## config.mk

```make
export PLATFORM = sky130hd
export DESIGN_NAME = dct_transpose_buf
export DESIGN_NICKNAME = d
export VERILOG_FILES = /design/src/rtl/dct_pkg.sv /design/src/rtl/dct_round_sat.sv /design/src/rtl/dct_transpose_buf.sv
export SDC_FILE = /design/constraint.sdc
export NUM_CORES = 2
export LEC_CHECK = 0
export ABC_AREA = 1
export CAP_MARGIN = 10
export CORE_MARGIN = 2
export CORE_UTILIZATION = 41
export DETAILED_ROUTE_END_ITERATION = 8
export PLACE_DENSITY = 0.59
export SKIP_LAST_GASP = 1
export SLEW_MARGIN = 20
export SYNTH_ARGS = -nofsm -noshare
export SYNTH_HDL_FRONTEND = slang
export SYNTH_HIERARCHICAL = 1
export SYNTH_SLANG_ARGS = --single-unit
```

## constraint.sdc

```tcl
create_clock -name clk -period 5.9 [get_ports clk]
set_clock_uncertainty 0.2 [all_clocks]
set_input_delay 1.475 -clock clk [delete_from_list [all_inputs] [get_ports clk]]
set_output_delay 1.475 -clock clk [all_outputs]
set_load 0.1 [all_outputs]
```

## src/rtl/dct_pkg.sv

```systemverilog
// Constants shared by the JPEG 2-D DCT datapath: coefficient widths and block dimension.
package dct_pkg;

    localparam int DCT_W_IN  = 20;
    localparam int DCT_FRAC  = 8;
    localparam int DCT_W_OUT = 12;
    localparam int DCT_N     = 8;

endpackage

```

## src/rtl/dct_round_sat.sv

```systemverilog
// Round-half-up (toward +inf) of a signed fixed-point coefficient, then clamp to W_OUT bits.
module dct_round_sat #(
    parameter int W_IN  = 20,
    parameter int FRAC  = 8,
    parameter int W_OUT = 12
) (
    input  logic [W_IN-1:0]  x,
    output logic [W_OUT-1:0] y
);

    localparam logic signed [W_IN:0] HALF = (W_IN+1)'(1) << (FRAC-1);
    localparam logic signed [W_IN:0] MAXV = (W_IN+1)'((1 << (W_OUT-1)) - 1);
    localparam logic signed [W_IN:0] MINV = ~MAXV;

    // One guard bit so adding the half-LSB cannot wrap at the positive extreme.
    logic signed [W_IN:0] sum;
    logic signed [W_IN:0] q;

    assign sum = $signed({x[W_IN-1], x}) + HALF;
    assign q   = sum >>> FRAC;

    always_comb begin
        y = q[W_OUT-1:0];
        if (q > MAXV) begin
            y = MAXV[W_OUT-1:0];
        end else if (q < MINV) begin
            y = MINV[W_OUT-1:0];
        end
    end

endmodule

```

## src/rtl/dct_transpose_buf.sv

```systemverilog
// Ping-pong 8x8 transpose buffer: rows in (rounded/saturated at write), columns out.
module dct_transpose_buf
    import dct_pkg::*;
#(
    parameter int W_IN  = DCT_W_IN,
    parameter int FRAC  = DCT_FRAC,
    parameter int W_OUT = DCT_W_OUT
) (
    input  logic             clk,
    input  logic             rst_n,
    input  logic             in_valid,
    output logic             in_ready,
    input  logic [W_IN-1:0]  in_x0,
    input  logic [W_IN-1:0]  in_x1,
    input  logic [W_IN-1:0]  in_x2,
    input  logic [W_IN-1:0]  in_x3,
    input  logic [W_IN-1:0]  in_x4,
    input  logic [W_IN-1:0]  in_x5,
    input  logic [W_IN-1:0]  in_x6,
    input  logic [W_IN-1:0]  in_x7,
    output logic             out_valid,
    input  logic             out_ready,
    output logic [W_OUT-1:0] out_y0,
    output logic [W_OUT-1:0] out_y1,
    output logic [W_OUT-1:0] out_y2,
    output logic [W_OUT-1:0] out_y3,
    output logic [W_OUT-1:0] out_y4,
    output logic [W_OUT-1:0] out_y5,
    output logic [W_OUT-1:0] out_y6,
    output logic [W_OUT-1:0] out_y7,
    output logic [2:0]       out_col,
    output logic             out_last
);

    logic [W_IN-1:0]  in_x  [DCT_N];
    logic [W_OUT-1:0] rs_x  [DCT_N];
    logic [W_OUT-1:0] col_y [DCT_N];
    logic [W_OUT-1:0] mem   [2][DCT_N][DCT_N];

    logic [1:0] full;
    logic       wr_bank;
    logic       rd_bank;
    logic [2:0] wr_row;
    logic [2:0] rd_col;
    logic       wr_fire;
    logic       rd_fire;
    logic       wr_wrap;
    logic       rd_wrap;

    assign in_x[0] = in_x0;
    assign in_x[1] = in_x1;
    assign in_x[2] = in_x2;
    assign in_x[3] = in_x3;
    assign in_x[4] = in_x4;
    assign in_x[5] = in_x5;
    assign in_x[6] = in_x6;
    assign in_x[7] = in_x7;

    for (genvar c = 0; c < DCT_N; c++) begin : g_rs
        dct_round_sat #(
            .W_IN  (W_IN),
            .FRAC  (FRAC),
            .W_OUT (W_OUT)
        ) u_rs (
            .x (in_x[c]),
            .y (rs_x[c])
        );
    end

    assign in_ready  = !full[wr_bank];
    assign out_valid = full[rd_bank];
    assign wr_fire   = in_valid && in_ready;
    assign rd_fire   = out_valid && out_ready;
    assign wr_wrap   = wr_fire && (wr_row == 3'd7);
    assign rd_wrap   = rd_fire && (rd_col == 3'd7);

    always_ff @(posedge clk or negedge rst_n) begin
        if (!rst_n) begin
            for (int b = 0; b < 2; b++) begin
                for (int r = 0; r < DCT_N; r++) begin
                    for (int c = 0; c < DCT_N; c++) begin
                        mem[b][r][c] <= '0;
                    end
                end
            end
        end else if (wr_fire) begin
            for (int c = 0; c < DCT_N; c++) begin
                mem[wr_bank][wr_row][c] <= rs_x[c];
            end
        end
    end

    always_ff @(posedge clk or negedge rst_n) begin
        if (!rst_n) begin
            wr_row  <= '0;
            wr_bank <= 1'b0;
        end else if (wr_fire) begin
            wr_row <= wr_row + 3'd1;
            if (wr_wrap) begin
                wr_bank <= !wr_bank;
            end
        end
    end

    always_ff @(posedge clk or negedge rst_n) begin
        if (!rst_n) begin
            rd_col  <= '0;
            rd_bank <= 1'b0;
        end else if (rd_fire) begin
            rd_col <= rd_col + 3'd1;
            if (rd_wrap) begin
                rd_bank <= !rd_bank;
            end
        end
    end

    // A completing write and a completing drain always refer to different banks.
    always_ff @(posedge clk or negedge rst_n) begin
        if (!rst_n) begin
            full <= '0;
        end else begin
            for (int b = 0; b < 2; b++) begin
                if (wr_wrap && (wr_bank == 1'(b))) begin
                    full[b] <= 1'b1;
                end else if (rd_wrap && (rd_bank == 1'(b))) begin
                    full[b] <= 1'b0;
                end
            end
        end
    end

    always_comb begin
        for (int k = 0; k < DCT_N; k++) begin
            col_y[k] = mem[rd_bank][k][rd_col];
        end
    end

    assign out_y0   = col_y[0];
    assign out_y1   = col_y[1];
    assign out_y2   = col_y[2];
    assign out_y3   = col_y[3];
    assign out_y4   = col_y[4];
    assign out_y5   = col_y[5];
    assign out_y6   = col_y[6];
    assign out_y7   = col_y[7];
    assign out_col  = rd_col;
    assign out_last = out_valid && (rd_col == 3'd7);

endmodule

```

Word level (Yosys, flattened, before mapping)
Index checks and enable logic that the tools add are counted.
{ "totals": {"inputBits": 164, "regBits": 1546, "elab_cells": 285, "out_inout_bits": 102} }
{ "classes": {"magnitude_cmp": 24, "n_eq_ne": 2, "n_addsub": 10, "n_reduce_logical": 18, "bitwise": 6, "muxes": 91} }
{ "ops": {"columns": ["cell", "count"], "rows": [
  ["1536-bit bitwise mux", 8],
  ["768-bit two-way mux", 11],
  ["768-bit demux with 1-bit select", 8],
  ["96-bit demux with 3-bit select", 8],
  ["12-bit two-way mux", 33],
  ["12-bit binary-select mux with 3-bit select", 8],
  ["20-bit by 9-bit adder with 21-bit output (second input constant)", 8],
  ["13-bit by 12-bit > comparator with 1-bit output (second input constant)", 8],
  ["13-bit by 12-bit less-than comparator with 1-bit output (second input constant)", 8],
  ["96-bit two-way mux", 1],
  ["84-bit two-way mux", 1],
  ["72-bit two-way mux", 1],
  ["60-bit two-way mux", 1],
  ["48-bit two-way mux", 1],
  ["36-bit two-way mux", 1],
  ["24-bit two-way mux", 1],
  ["1-bit logical AND", 11],
  ["4-bit >= comparator (second input constant)", 2],
  ["1-bit two-way mux", 8],
  ["3-bit inverter with 4-bit output", 2],
  ["3-bit by 1-bit adder with 3-bit output (second input constant)", 2],
  ["3-bit equality test (second input constant)", 2],
  ["2-bit >= comparator (second input constant)", 2],
  ["1-bit by 2-bit less-than comparator with 1-bit output (second input constant)", 2],
  ["7 further kinds", 13]
]} }

Longest topological paths before layout
{ "logic_depth": {"ltp_word": 15, "depth_mapped": 14, "mapped_depth_nobuf": 11} }

Cells and area by module
Netlist, hierarchy kept.
{ "by_module_without_submodules": {"columns": ["module", "cells_each", "area_per_inst_um2", "seq_area_each_um2", "instances"], "rows": [
  ["dct_transpose_buf", 10404, 75326.0, 38687.1, 1],
  ["dct_round_sat", 81, 456.7, 0.0, 8]
]} }

Worst setup path before layout
No wires, ideal clock.
{ "synth_timing": {"path_type": "reg2out", "startpoint": "reg rd_col[1] (netlist: out_col[1])", "endpoint": "out out_last", "t_arrival_ns": 2.895, "path_slack_ns": 1.330, "stages_incl_launch_ff": 5, "n_path_buf": 0, "required_ns": 4.225, "path_cell_list": "dfrtp_1 ha_1 ha_1 inv_1 a21oi_1"} }
{ "synth_via": {"elab_chain_cells": 2} }
{ "synth_rtl": {"columns": ["item", "line", "text"], "rows": [
  ["start: declaration", "dct_transpose_buf.sv:44", "logic [2:0] rd_col;"],
  ["start signal: assignment", "dct_transpose_buf.sv:110", "rd_col <= rd_col + 3'd1;"],
  ["3-bit equality test", "dct_transpose_buf.sv:147", "assign out_last = out_valid && (rd_col == 3'd7);"],
  ["1-bit logical AND", "dct_transpose_buf.sv:147", null],
  ["end: declaration", "dct_transpose_buf.sv:32", "output logic out_last"]
]} }
No other way between the ends.

Worst setup path in the final report
{ "layout_timing": {"startpoint": "reg rd_col[1] (netlist: out_col[1])", "endpoint": "out out_y2[7]"} }
{ "layout_via": {"elab_chain_cells": 4} }
{ "layout_rtl": {"columns": ["item", "line", "text"], "rows": [
  ["3-bit inverter with 4-bit output (implied by the code)", "dct_transpose_buf.sv:134", "col_y[k] = mem[rd_bank][k][rd_col];"],
  ["12-bit binary-select mux with 3-bit select", "dct_transpose_buf.sv:134", null],
  ["12-bit two-way mux (implied by the code) (2 in a row)", "dct_transpose_buf.sv:134", null],
  ["end: declaration", "dct_transpose_buf.sv:25", "output logic [W_OUT-1:0] out_y2,"]
]} }
No other way between the ends. The select of a mux whose other input is x is not followed.

==> run summary <==
Post-CTS timing repair inserted 0 buffers for setup. The initial utilization of the core area, before any placement, comes to 41.14%. The global-route usage over all layers is 28.98%.

The number of nets in the synthesized netlist is 11.23k. Tracing the worst setup path back leads to its startpoint at out_col[1]. The maximum root-to-sink buffer count came out at 3. Yosys instantiated no cell more often than nand2_1.

The most used flip-flop cell after synthesis is dfrtp_1. By area, the combinational part of the netlist is dominated by simple AND/OR/NAND/NOR gates. Summed over all instances, the cell type with the most area after synthesis is dfrtp_1. The type of the tightest min-delay check is reg2reg.

The arrival time at the worst endpoint came out at 3.80 ns. The flow ran to the end, and the final reports show no timing, DRC or antenna violations. The delay of the slowest cell on the worst path is 0.67 ns. The total clock sinks is 1546. The standard cell core area is 192000 um^2. The final hold slack came out at 0.2688 ns. The number of filler instances in the final layout came out at 18.80k.

The setup total negative slack came out at 0 ns. The relative slew slack is 20.48%. The boundary pin count is 266. Using the TritonRoute via totals, the vias-per-cell ratio works out to 5.251. On the critical path, the stage with the largest delay is an instance of dfrtp_4. Setup repair after global routing left no endpoint under its margin.

The antenna violation net count after detailed routing is 0. The post-synthesis async set-or-reset flop share is 100.0%. For the worst-skew pair, the clock arrives at the later sink with an insertion delay of 0.82 ns.

The area share of fa/ha/maj cells after synthesis is 0.1901%. The height of the die is 442.9 um. TritonCTS built the clock tree. Compared with the post-synthesis result, the final layout area differs by 13.27%. The power density relative to cell area is 664.6 nW/um^2. Of all nets on the critical path, the largest fanout is 58.

The area enclosed by the die boundary is 196200 um^2. The floorplan die width is 442.9 um. STA classifies the critical path endpoint as a primary output. The cell row count came out at 161. The data required time of the worst path came out at 4.22 ns. The global-route congestion overflow total came out at 0.

In this run the clock root is driven by a clkbuf_16. The count of buffers from port buffering is 209. The minimum period implied by the final worst setup slack came out at 5.470 ns.

At the pin with the least slew margin, the transition time is 1.193 ns. The cell leakage power is 0.04542 uW. The number of buffers inserted during clock tree synthesis is 170. Buffers inserted to repair hold after CTS numbered 0. The critical path goes through inv_6 > buf_4 > buf_4 > nand3_1 > nand3_1 > nand2_1 > buf_12. Once detailed placement completed, the half-perimeter wirelength came to 172900 um.

The top cell type's share of synthesized area came out at 48.98%. The via count of the first global-routing pass is 67.35k. The maximum number of pins on one net before global-route repair is 169. The H-tree level count is 4. The post-synthesis share of cell area spent on xor and xnor gates came out at 0.7319%.

The share of the clock period used by the worst path after layout came out at 92.72%. The synthesized design contains 1546 register bits. The post-CTS clock slew at the launch and capture registers of the worst setup and hold paths came out at 0.05 ns. After detailed routing, the number of remaining DRC violations is 0. The worst slack at placement is 1.355 ns.

Of the cells placed in the final design, the portion with a size suffix greater than 1 is 7.077%. Summing the areas of all compound-gate instances in the mapped netlist gives 6.597% of the synthesized area. By count the netlist is led by nand2_1, dfrtp_1, inv_1. The critical path contains buffers and inverters numbering 4 combined. Based on the critical path, the design can be clocked at up to 0.1828 GHz. In this run the critical register-to-register path is launched from wr_bank.

The number of enable flip-flop cells after synthesis came out at 0. The maximum ir drop on the vdd rail came out at 0.0007685 V. For this run, the register share of the synthesized area comes to 48.98%. After synthesis, the mean cell area works out to 7.146 um^2. The worst path setup slack after routing came out at 0.4297 ns. The worst setup path is launched from a flop. The number of pins with negative max-slew slack in the final report is 0. The final estimated routing congestion in global placement is 0.8590. The initial DRC count is 7809.

The simple-gate share of the synthesized area is 32.84%. The synthesized cell area is 78980 um^2. The critical path class is reg2out. The largest delay contributor family on the critical path is buffers and inverters. For this run, the share of the core covered by cells in the final layout is 46.60%. The number of maximum-capacitance violations came out at 0.

The number of antenna violations at the first check in global routing came out at 4. For this run, the post-layout net count is 10.95k. After technology mapping, the gate count stands at 11.05k. The first global-routing pass estimated 430700 um of wire. After synthesis, the share of cell area in mux cells is 0%. The yosys synthesis warning count is 6. By area the synthesized netlist is led by dfrtp_1, nand2_1, nand3_1. The routed via count came out at 70.56k.

Gates resized during post-CTS repair numbered 0. The number of iterations in the first detailed-routing pass is 7. The routed design has 285900 um of wire.

The number of failing setup endpoints in the final timing report is 0. The worst hold path begins at mem[1427]. The post-synthesis cell type count came out at 30. The final-report hold violation count is 0. After detailed routing, the average wire length per cell comes to 21.28 um.
## cell type report
type                    instances  area (um^2)  share of cell area [%]
flip-flops and latches       1546        38700                   43.26
multi-input cells            7405        31990                   35.75
clock buffers                 269         5184                   5.794
repair buffers                391         5042                   5.636
inverters                    1257         4741                   5.299
well taps                    2526         3161                   3.533
clock inverters                41        640.6                  0.7161
diodes                          2        5.005                0.005594
## state kept, by name (all words and copies together), names as in the netlist
signal   flops
full         2
mem       1536
out_col      3
rd_bank      1
wr_bank      1
wr_row       3
## layer usage
metal	vias up	global-route usage, %	wire (um)
li1	33084	-	-
met1	34043	38.48	118700
met2	2924	46.21	130200
met3	504	4.651	22160
met4	2	13.92	14790
met5	-	0	19
## power by group
group | switching, uW | internal [uW] | leakage [uW]
clock network | 4550 | 6560 | 0.00286
logic | 21900 | 8890 | 0.0243
registers | 1860 | 15700 | 0.0183
## cells in the final DEF (no fill, tap or decap), types with 9 or more instances in the layout
master / n
dfrtp_1: 1542
o21ai_0: 900
bufinv_16: 12
buf_12: 145
xnor2_1: 24
nand4_1: 24
nand2_4: 9
nor2_1: 59
xor2_1: 42
buf_4: 136
clkdlybuf4s50_1: 109
nor2_4: 38
nand2_2: 120
clkbuf_8: 43
nand2_1: 4833
clkbuf_16: 176
clkbuf_1: 50
inv_2: 20
ha_1: 12
o21ai_1: 120
inv_1: 1233
nand3_1: 1177
clkinv_2: 19
## worst register-to-register path, cell delays in order, from the launching register on
cell and delay, ns:
dfrtp_1 0.82, inv_2 0.35, nand2_1 0.16, and2_4 0.17, nand2_4 0.28, nor2_4 0.68, buf_12 0.65, o21ai_0 0.36
## final timing paths
kind	endpoint	slack, ns	cells past startpoint
max	out_y2[7]	0.43	7
min	mem[1427]	0.27	2
max reg2reg	mem[1324]	2.09	7
min reg2reg	mem[1427]	0.27	2
max in group asynchronous	mem[973]	3.59	2
min in group asynchronous	mem[391]	0.42	1
## through the flow
step	power, uW	instances	instance area (um^2)
2_1_floorplan	36670	11052	78980
3_3_place_gp	47620	13125	83630
3_5_place_dp	48190	13125	83630
4_1_cts	59410	13435	89460
5_1_grt	62930	13435	89460
6_report	59460	13437	89460
## cells by family (layout without fill, tap and decap cells)
group,after synthesis,count (layout)
AOI/OAI and AO/OA,1031,1031
and+or+nand+nor,6296,6296
adders and majority gates,12,12
buffers and inverters,2101,1958
DFF,1546,1546
xor gates and xnor gates,66,66
other,0,2
Power figures use the tool's default switching activity.
